[src/rtl/oled_spi_sink_if.sv]
`default_nettype none
// ============================================================================
// Module      : oled_spi_sink_if
// Description : Pin bundle between an OLED controller and the panel model.
//               The controller side drives cs/sclk/sdin/dc/res. The panel
//               side drives the framebuffer write port, decoded state,
//               received-byte monitor and error pulse.
//               The master modport is the controller/bench side. The slave
//               modport is the panel model.
// Revision    : 1.0 - initial release
// ============================================================================
interface oled_spi_sink_if;
    // Controller -> panel pins
    logic        cs;          // chip select, active low
    logic        sclk;        // SPI clock, idles high
    logic        sdin;        // serial data, MSB first
    logic        dc;          // 0 = command, 1 = data
    logic        res;         // panel reset, active low
    // Panel -> framebuffer / observer
    logic        pix_we;
    logic [12:0] pix_addr;
    logic [7:0]  pix_data;
    logic        display_on;
    logic [7:0]  remap;
    logic        byte_valid;
    logic [7:0]  byte_data;
    logic        byte_dc;
    logic        err;

    modport master (
        output cs, sclk, sdin, dc, res,
        input  pix_we, pix_addr, pix_data, display_on, remap,
        input  byte_valid, byte_data, byte_dc, err
    );

    modport slave (
        input  cs, sclk, sdin, dc, res,
        output pix_we, pix_addr, pix_data, display_on, remap,
        output byte_valid, byte_data, byte_dc, err
    );
endinterface
`default_nettype wire

[src/rtl/oled_spi_sink.sv]
`default_nettype none
// ============================================================================
// Module      : oled_spi_sink
// Description : SPI-slave model of a 96x64 SSD1331-style OLED panel.
//               Receives mode-3 MSB-first bytes and decodes the commands
//               AF/AE/A0/A1/A2/15/75. It writes dc=1 pixel bytes in
//               256-colour mode into an external framebuffer.
// Ports       : clk   - system clock
//               reset - asynchronous active-high reset
//               bus   - oled_spi_sink_if.slave. Inputs are cs/sclk/sdin/
//                       dc/res. Outputs are pix_we/pix_addr/pix_data,
//                       display_on, remap, byte_valid/byte_data/byte_dc
//                       and err.
// Parameters  : WIDTH, HEIGHT - panel size; WIDTH*HEIGHT <= 8192
//               SYNC_STAGES   - synchroniser depth; minimum 2
// Revision    : 1.0 - initial release
// ============================================================================
module oled_spi_sink #(
    parameter int WIDTH       = 96,
    parameter int HEIGHT      = 64,
    parameter int SYNC_STAGES = 2
) (
    input  logic             clk,
    input  logic             reset,
    oled_spi_sink_if.slave   bus
);

    localparam logic [7:0]  C_COL_LAST = 8'(WIDTH - 1);
    localparam logic [7:0]  C_ROW_LAST = 8'(HEIGHT - 1);
    localparam logic [12:0] C_WIDTH13  = 13'(WIDTH);

    typedef enum logic [0:0] {
        CMD_IDLE = 1'b0,
        CMD_ARGS = 1'b1
    } state_t;

    // Input synchronisers: the newest sample is in bit 0, and the oldest is in the MSB.
    logic [SYNC_STAGES-1:0] cs_sync_q, sclk_sync_q, sdin_sync_q, dc_sync_q, res_sync_q;
    logic cs_s, sclk_s, sdin_s, dc_s, res_s, sclk_rise;

    assign cs_s      = cs_sync_q[SYNC_STAGES-1];
    assign sclk_s    = sclk_sync_q[SYNC_STAGES-1];
    assign sdin_s    = sdin_sync_q[SYNC_STAGES-1];
    assign dc_s      = dc_sync_q[SYNC_STAGES-1];
    assign res_s     = res_sync_q[SYNC_STAGES-1];

    logic sclk_prev_q;
    assign sclk_rise = sclk_s & ~sclk_prev_q;

    // Deserialiser
    logic [6:0] shift_q;
    logic [2:0] bit_cnt_q;
    logic       byte_pend_q;   // byte loaded last cycle; byte_valid follows

    // Registered outputs
    logic        byte_valid_q, byte_dc_q, err_q, pix_we_q, display_on_q;
    logic [7:0]  byte_data_q, pix_data_q, remap_q;
    logic [12:0] pix_addr_q;

    // Decoder state
    state_t     state_q;
    logic [7:0] opcode_q, arg0_q;
    logic [1:0] args_left_q;
    logic [7:0] col_start_q, col_end_q, row_start_q, row_end_q, col_q, row_q;

    logic [12:0] cur_addr;
    assign cur_addr = 13'(row_q) * C_WIDTH13 + 13'(col_q);

    always_ff @(posedge clk or posedge reset) begin
        if (reset) begin
            cs_sync_q    <= '1;
            sclk_sync_q  <= '1;
            sdin_sync_q  <= '0;
            dc_sync_q    <= '0;
            res_sync_q   <= '1;
            sclk_prev_q  <= 1'b1;
            shift_q      <= '0;
            bit_cnt_q    <= '0;
            byte_pend_q  <= 1'b0;
            byte_valid_q <= 1'b0;
            byte_data_q  <= '0;
            byte_dc_q    <= 1'b0;
            err_q        <= 1'b0;
            pix_we_q     <= 1'b0;
            pix_addr_q   <= '0;
            pix_data_q   <= '0;
            display_on_q <= 1'b0;
            remap_q      <= 8'h40;
            state_q      <= CMD_IDLE;
            opcode_q     <= '0;
            arg0_q       <= '0;
            args_left_q  <= '0;
            col_start_q  <= '0;
            col_end_q    <= C_COL_LAST;
            row_start_q  <= '0;
            row_end_q    <= C_ROW_LAST;
            col_q        <= '0;
            row_q        <= '0;
        end else begin
            cs_sync_q   <= {cs_sync_q[SYNC_STAGES-2:0],   bus.cs};
            sclk_sync_q <= {sclk_sync_q[SYNC_STAGES-2:0], bus.sclk};
            sdin_sync_q <= {sdin_sync_q[SYNC_STAGES-2:0], bus.sdin};
            dc_sync_q   <= {dc_sync_q[SYNC_STAGES-2:0],   bus.dc};
            res_sync_q  <= {res_sync_q[SYNC_STAGES-2:0],  bus.res};
            sclk_prev_q <= sclk_s;

            // Single-cycle strobes default low
            byte_pend_q  <= 1'b0;
            byte_valid_q <= 1'b0;
            err_q        <= 1'b0;
            pix_we_q     <= 1'b0;

            if (!res_s) begin
                // Panel reset wins over any byte in flight or being decoded
                bit_cnt_q    <= '0;
                display_on_q <= 1'b0;
                remap_q      <= 8'h40;
                state_q      <= CMD_IDLE;
                opcode_q     <= '0;
                arg0_q       <= '0;
                args_left_q  <= '0;
                col_start_q  <= '0;
                col_end_q    <= C_COL_LAST;
                row_start_q  <= '0;
                row_end_q    <= C_ROW_LAST;
                col_q        <= '0;
                row_q        <= '0;
            end else begin
                // ---------------- bit capture ----------------
                if (cs_s) begin
                    if (bit_cnt_q != 3'd0) begin
                        err_q <= 1'b1;          // partial byte abandoned
                    end
                    bit_cnt_q <= '0;
                end else if (sclk_rise) begin
                    shift_q   <= {shift_q[5:0], sdin_s};
                    bit_cnt_q <= bit_cnt_q + 3'd1;
                    if (bit_cnt_q == 3'd7) begin
                        byte_data_q <= {shift_q, sdin_s};
                        byte_dc_q   <= dc_s;
                        byte_pend_q <= 1'b1;
                    end
                end
                byte_valid_q <= byte_pend_q;

                // ---------------- decoder ----------------
                if (byte_valid_q) begin
                    if (!byte_dc_q) begin
                        if (state_q == CMD_IDLE) begin
                            opcode_q <= byte_data_q;
                            case (byte_data_q)
                                8'hAF: display_on_q <= 1'b1;
                                8'hAE: display_on_q <= 1'b0;
                                8'hA0, 8'hA1, 8'hA2: begin
                                    args_left_q <= 2'd1;
                                    state_q     <= CMD_ARGS;
                                end
                                8'h15, 8'h75: begin
                                    args_left_q <= 2'd2;
                                    state_q     <= CMD_ARGS;
                                end
                                default: err_q <= 1'b1;
                            endcase
                        end else if (args_left_q == 2'd2) begin
                            arg0_q      <= byte_data_q;
                            args_left_q <= 2'd1;
                        end else begin
                            // Last argument: apply and return to idle
                            args_left_q <= 2'd0;
                            state_q     <= CMD_IDLE;
                            case (opcode_q)
                                8'hA0: remap_q <= byte_data_q;
                                8'h15: begin
                                    if (byte_data_q > C_COL_LAST || arg0_q > byte_data_q) begin
                                        err_q <= 1'b1;
                                    end else begin
                                        col_start_q <= arg0_q;
                                        col_end_q   <= byte_data_q;
                                        col_q       <= arg0_q;
                                    end
                                end
                                8'h75: begin
                                    if (byte_data_q > C_ROW_LAST || arg0_q > byte_data_q) begin
                                        err_q <= 1'b1;
                                    end else begin
                                        row_start_q <= arg0_q;
                                        row_end_q   <= byte_data_q;
                                        row_q       <= arg0_q;
                                    end
                                end
                                default: ;              // A1/A2 argument ignored
                            endcase
                        end
                    end else begin
                        // A data byte cuts off a pending command, then is
                        // handled as pixel data in the same cycle
                        if (state_q == CMD_ARGS) begin
                            err_q       <= 1'b1;
                            state_q     <= CMD_IDLE;
                            args_left_q <= 2'd0;
                        end
                        if (remap_q[7:6] == 2'b00) begin
                            pix_we_q   <= 1'b1;
                            pix_addr_q <= cur_addr;
                            pix_data_q <= byte_data_q;
                            if (col_q == col_end_q) begin
                                col_q <= col_start_q;
                                row_q <= (row_q == row_end_q) ? row_start_q : row_q + 8'd1;
                            end else begin
                                col_q <= col_q + 8'd1;
                            end
                        end else begin
                            err_q <= 1'b1;              // 65k-colour data unsupported
                        end
                    end
                end
            end
        end
    end

    assign bus.pix_we     = pix_we_q;
    assign bus.pix_addr   = pix_addr_q;
    assign bus.pix_data   = pix_data_q;
    assign bus.display_on = display_on_q;
    assign bus.remap      = remap_q;
    assign bus.byte_valid = byte_valid_q;
    assign bus.byte_data  = byte_data_q;
    assign bus.byte_dc    = byte_dc_q;
    assign bus.err        = err_q;

endmodule
`default_nettype wire

[src/flat_wrapper.sv]
// flat-port wrapper written by rule: the top's interface ports become plain ports
module oled_spi_sink_flat 
#(
    parameter int WIDTH       = 96,
    parameter int HEIGHT      = 64,
    parameter int SYNC_STAGES = 2
)
  (clk, reset, bus_cs, bus_sclk, bus_sdin, bus_dc, bus_res, bus_pix_we, bus_pix_addr, bus_pix_data, bus_display_on, bus_remap, bus_byte_valid, bus_byte_data, bus_byte_dc, bus_err);
  oled_spi_sink_if bus_i ();
  input  logic clk;
  input  logic reset;
  input wire logic [$bits(bus_i.cs)-1:0] bus_cs;
  input wire logic [$bits(bus_i.sclk)-1:0] bus_sclk;
  input wire logic [$bits(bus_i.sdin)-1:0] bus_sdin;
  input wire logic [$bits(bus_i.dc)-1:0] bus_dc;
  input wire logic [$bits(bus_i.res)-1:0] bus_res;
  output wire logic [$bits(bus_i.pix_we)-1:0] bus_pix_we;
  output wire logic [$bits(bus_i.pix_addr)-1:0] bus_pix_addr;
  output wire logic [$bits(bus_i.pix_data)-1:0] bus_pix_data;
  output wire logic [$bits(bus_i.display_on)-1:0] bus_display_on;
  output wire logic [$bits(bus_i.remap)-1:0] bus_remap;
  output wire logic [$bits(bus_i.byte_valid)-1:0] bus_byte_valid;
  output wire logic [$bits(bus_i.byte_data)-1:0] bus_byte_data;
  output wire logic [$bits(bus_i.byte_dc)-1:0] bus_byte_dc;
  output wire logic [$bits(bus_i.err)-1:0] bus_err;
  assign bus_i.cs = bus_cs;
  assign bus_i.sclk = bus_sclk;
  assign bus_i.sdin = bus_sdin;
  assign bus_i.dc = bus_dc;
  assign bus_i.res = bus_res;
  assign bus_pix_we = bus_i.pix_we;
  assign bus_pix_addr = bus_i.pix_addr;
  assign bus_pix_data = bus_i.pix_data;
  assign bus_display_on = bus_i.display_on;
  assign bus_remap = bus_i.remap;
  assign bus_byte_valid = bus_i.byte_valid;
  assign bus_byte_data = bus_i.byte_data;
  assign bus_byte_dc = bus_i.byte_dc;
  assign bus_err = bus_i.err;
  oled_spi_sink #(.WIDTH(WIDTH), .HEIGHT(HEIGHT), .SYNC_STAGES(SYNC_STAGES)) u_core (.clk(clk), .reset(reset), .bus(bus_i));
endmodule
[config.mk]
export PLATFORM = sky130hd
export DESIGN_NAME = oled_spi_sink_flat
export DESIGN_NICKNAME = d
export VERILOG_FILES = /design/src/rtl/oled_spi_sink_if.sv /design/src/rtl/oled_spi_sink.sv /design/src/flat_wrapper.sv
export SDC_FILE = /design/constraint.sdc
export NUM_CORES = 1
export LEC_CHECK = 0
export BUFFER_PORTS_ARGS = -buffer_cell sky130_fd_sc_hd__clkbuf_2
export CELL_PAD_IN_SITES_DETAIL_PLACEMENT = 1
export CELL_PAD_IN_SITES_GLOBAL_PLACEMENT = 2
export CORE_MARGIN = 2
export CORE_UTILIZATION = 41
export DETAILED_ROUTE_END_ITERATION = 12
export PLACE_DENSITY = 0.84
export SYNTH_ARGS = -nofsm -noshare
export SYNTH_HDL_FRONTEND = slang
export SYNTH_SLANG_ARGS = --single-unit
[constraint.sdc]
create_clock -name clk -period 4.2 [get_ports clk]
set_input_delay 0.42 -clock clk [delete_from_list [all_inputs] [get_ports clk]]
set_output_delay 0.42 -clock clk [all_outputs]
set_load 0.005 [all_outputs]
==> summary.txt <==
Timing
  • RSZ-0062 raised after global routing: false
  • Worst Skew: 0.00725 ns
  • Pins Over Slew Limit: 0
  • Period Utilization, post-route: 0.698
  • Setup TNS: 0 ns
  • Fmax: 0.341 GHz
  • Minimum clock period: 2.93 ns
  • Worst relative slew slack: 0.300
  • Actual slew at the worst max-slew pin: 1.05 ns
  • Fin. Hold Viols: 0
  • Final setup fails: 0
  • Final Hold Slack: 0.0612 ns

Logic synthesis
  • Synth Flop Type: dfrtp_1
  • Syn avg cell area: 11.3 µm²
  • Synth warn: 0
  • Ys async rst share: 1.00
  • Top post-synthesis cells by area: dfrtp_1 (42%), mux2_2 (13%), dfstp_2 (7.9%)
  • Yosys top cell area share: 0.417
  • Syn nets: 620
  • Synth area leader: dfrtp_1
  • Gate Count Post-Synth: 590
  • Syn Std Cell Area: 6660 µm²
  • #FFs+latches synth: 131
  • Seq/Total Area, Yosys: 0.496
  • Unique cell type count in the Yosys netlist: 58
  • Number of flops mapped to enable cells by yosys: 0

Die
  • Initial Util: 0.420
  • Die ar.: 17300 µm²
  • Boundary pin count: 49
  • Site Rows: 46
  • Die Wd: 131 µm
  • Die height: 131 µm
  • Core footprint: 15900 µm²

Clocking
  • Hold-fix buffers at CTS: 0
  • Post-CTS setup buffers: 0
  • CTS tree: yes
  • Clock Sinks: 131
  • Post-cts resize count: 0
  • Clock Latency Late Sink: 0.42 ns
  • Root Driver: clkbuf_16
  • H-tree levels: 4
  • Longest Clk Path Bufs: 2
  • CTS clk-pin slew, worst paths: 0.06 ns
  • CTS Buf Count: 17

Status
  • Outcome: finished, final reports clean

GRT
  • Met3 Usage GRT: 0.0459
  • Global-route wire length before repair: 29800 µm
  • Pin count of the biggest net entering global routing: 47
  • Vias in the first global route: 5248
  • Gr ovfl total: 0
  • Gr busiest metal: met2
  • Met1 Resource Use GR: 0.275
  • Global Route Usage Sum: 0.222
  • GR Util met2: 0.383
  • Initial antenna violation count: 0

Layout
  • Ant. Diodes: 0
  • Post-layout net count: 673
  • Syn-to-layout area delta: 16.5%
  • Commonest non-fill, non-tap cell in the layout: dfrtp_1
  • Most frequent cells in the layout: dfrtp_1 (111), mux2_2 (74), clkbuf_2 (48)
  • Share of layout cells above drive strength 1: 0.306
  • # fillers: 1713

Setup path
  • R2R cell count: 8
  • Crit Path Category: reg -> reg
  • Startpoint Class: register
  • CP Max Fanout: 9
  • Worst Path Required: 4.50 ns
  • Setup crit start: u_core.row_q[0]
  • Data arrival, critical path: 3.24 ns
  • Worst Setup End Kind: register
  • Worst flop-to-flop path startpoint: u_core.row_q[0]

Drt
  • Drt drc: 0
  • Wire per inst: 21.0 µm
  • DRT Pass-1 Iters: 4
  • Via Count: 4775
  • Final WL: 18300 µm
  • DR iter-0 viols: 239
  • Post-route antenna net violation count: 0
  • Mean number of vias per cell: 5.48

Job
  • Maxcap violations: 0

Pwr
  • P_int: 2.37 mW
  • Clock network power share: 0.517
  • Worst VDD drop: 410 µV
  • Sw frac: 0.228
  • Leakage: 3.60 nW
  • Combinational Power Share: 0.046
  • Power density cells: 395 nW/µm²
  • Sw power: 0.698 mW
  • Sequential power share: 0.437

Placed design
  • RePlAce Congestion: 0.848
  • Detail Placement HPWL: 13000 µm
  • I/O Buffers: 48

Hold path
  • Min-Delay Path Class: in -> async
==> cell usage after synthesis, types with 3 or more instances <==
cell type,number
xnor2_1,32
a211oi_1,5
or3_1,4
nor3b_1,3
o21ai_0,32
nor3_1,7
inv_1,19
nor4bb_1,3
clkbuf_1,16
a21oi_1,22
a31oi_1,6
and3_1,6
dfrtp_1,111
nand3_1,20
a21o_1,4
nor2b_1,14
nor2_1,34
ha_1,21
mux2i_1,5
nand2b_1,5
buf_6,3
nand4_1,9
and2_1,10
xor2_1,9
nor4_1,3
nand2_1,37
o211ai_1,7
o2111ai_1,4
dfstp_2,20
mux2_4,7
buf_2,3
mux2_2,74
==> per-layer routing <==
metal  vias to the layer above  routed length (µm)  share of wire
met2                        80                9290           0.51
met1                      2452                7950           0.43
met4                         0                 558          0.030
li1                       2214                   -              -
met3                        29                 558          0.030
met5                         -                   0              0
==> flip-flops by register name, indices dropped and copies added (netlist names), 3 cells and up <==
name,count
u_core.row_q,8
u_core.col_q,8
u_core.row_start_q,8
u_core.bus.remap,8
u_core.col_start_q,8
u_core.col_end_q,8
u_core.shift_q,7
u_core.bus.pix_data,8
u_core.bit_cnt_q,3
u_core.arg0_q,8
u_core.bus.byte_data,8
u_core.bus.pix_addr,13
u_core.row_end_q,8
u_core.opcode_q,8
==> cell type report <==
class | instances | area (µm²) | area share
clock buffers | 17 | 425 | 0.0548
clock inverters | 15 | 206 | 0.0266
inverters | 21 | 81.3 | 0.0105
multi-input cells | 415 | 3170 | 0.408
flip-flops and latches | 131 | 3300 | 0.425
well taps | 216 | 270 | 0.0348
repair buffers | 57 | 308 | 0.0396
==> critical path: stages, from the launching register on <==
cell     delay (ns)
dfrtp_1        0.49
ha_1           0.35
fa_1           0.50
ha_1           0.34
a21oi_1        0.11
nor4_1         0.44
nand3_1        0.16
xnor2_1        0.16
mux2_2         0.26
==> final timing paths <==
check                                          end  slack (ns)
hold reg to reg              u_core.sdin_sync_q[1]        0.35
setup reg to reg           u_core.bus.pix_addr[12]        1.27
hold / removal                 u_core.bus.remap[3]        0.06
setup / recovery           u_core.bus.pix_addr[12]        1.27
min in group clk             u_core.sclk_sync_q[0]        0.08
max in group asynchronous      u_core.bus.remap[7]        3.13
==> power by group through the flow <==
stage	Clock, mW	Combinational [mW]	Sequential, mW
6_report	1.59	0.140	1.34
5_1_grt	1.66	0.156	1.35
4_1_cts	1.61	0.143	1.34
3_5_place_dp	0	0.142	1.36
3_3_place_gp	0	0.137	1.36
2_1_floorplan	0	0.109	1.35
==> through the flow <==
stage	cell area, µm²	power, mW	cells	setup WS, ns	utilization
floorplan	6660	1.46	590	0.315	-
global placement	7130	1.50	840	1.37	0.449
detailed placement	7130	1.51	840	1.28	0.449
CTS	7760	3.10	872	1.28	0.489
global route	7760	3.17	872	1.04	0.489
finish	7760	3.07	872	1.27	0.489
==> logic make-up after synthesis <==
logic type / share of synthesized area
buf+inv: 0.0287
flops: 0.496
compound gates: 0.0933
xor+xnor: 0.0539
simple gates: 0.131
mux: 0.152
fa+ha+maj: 0.0454
Power figures use the tool's default switching activity.
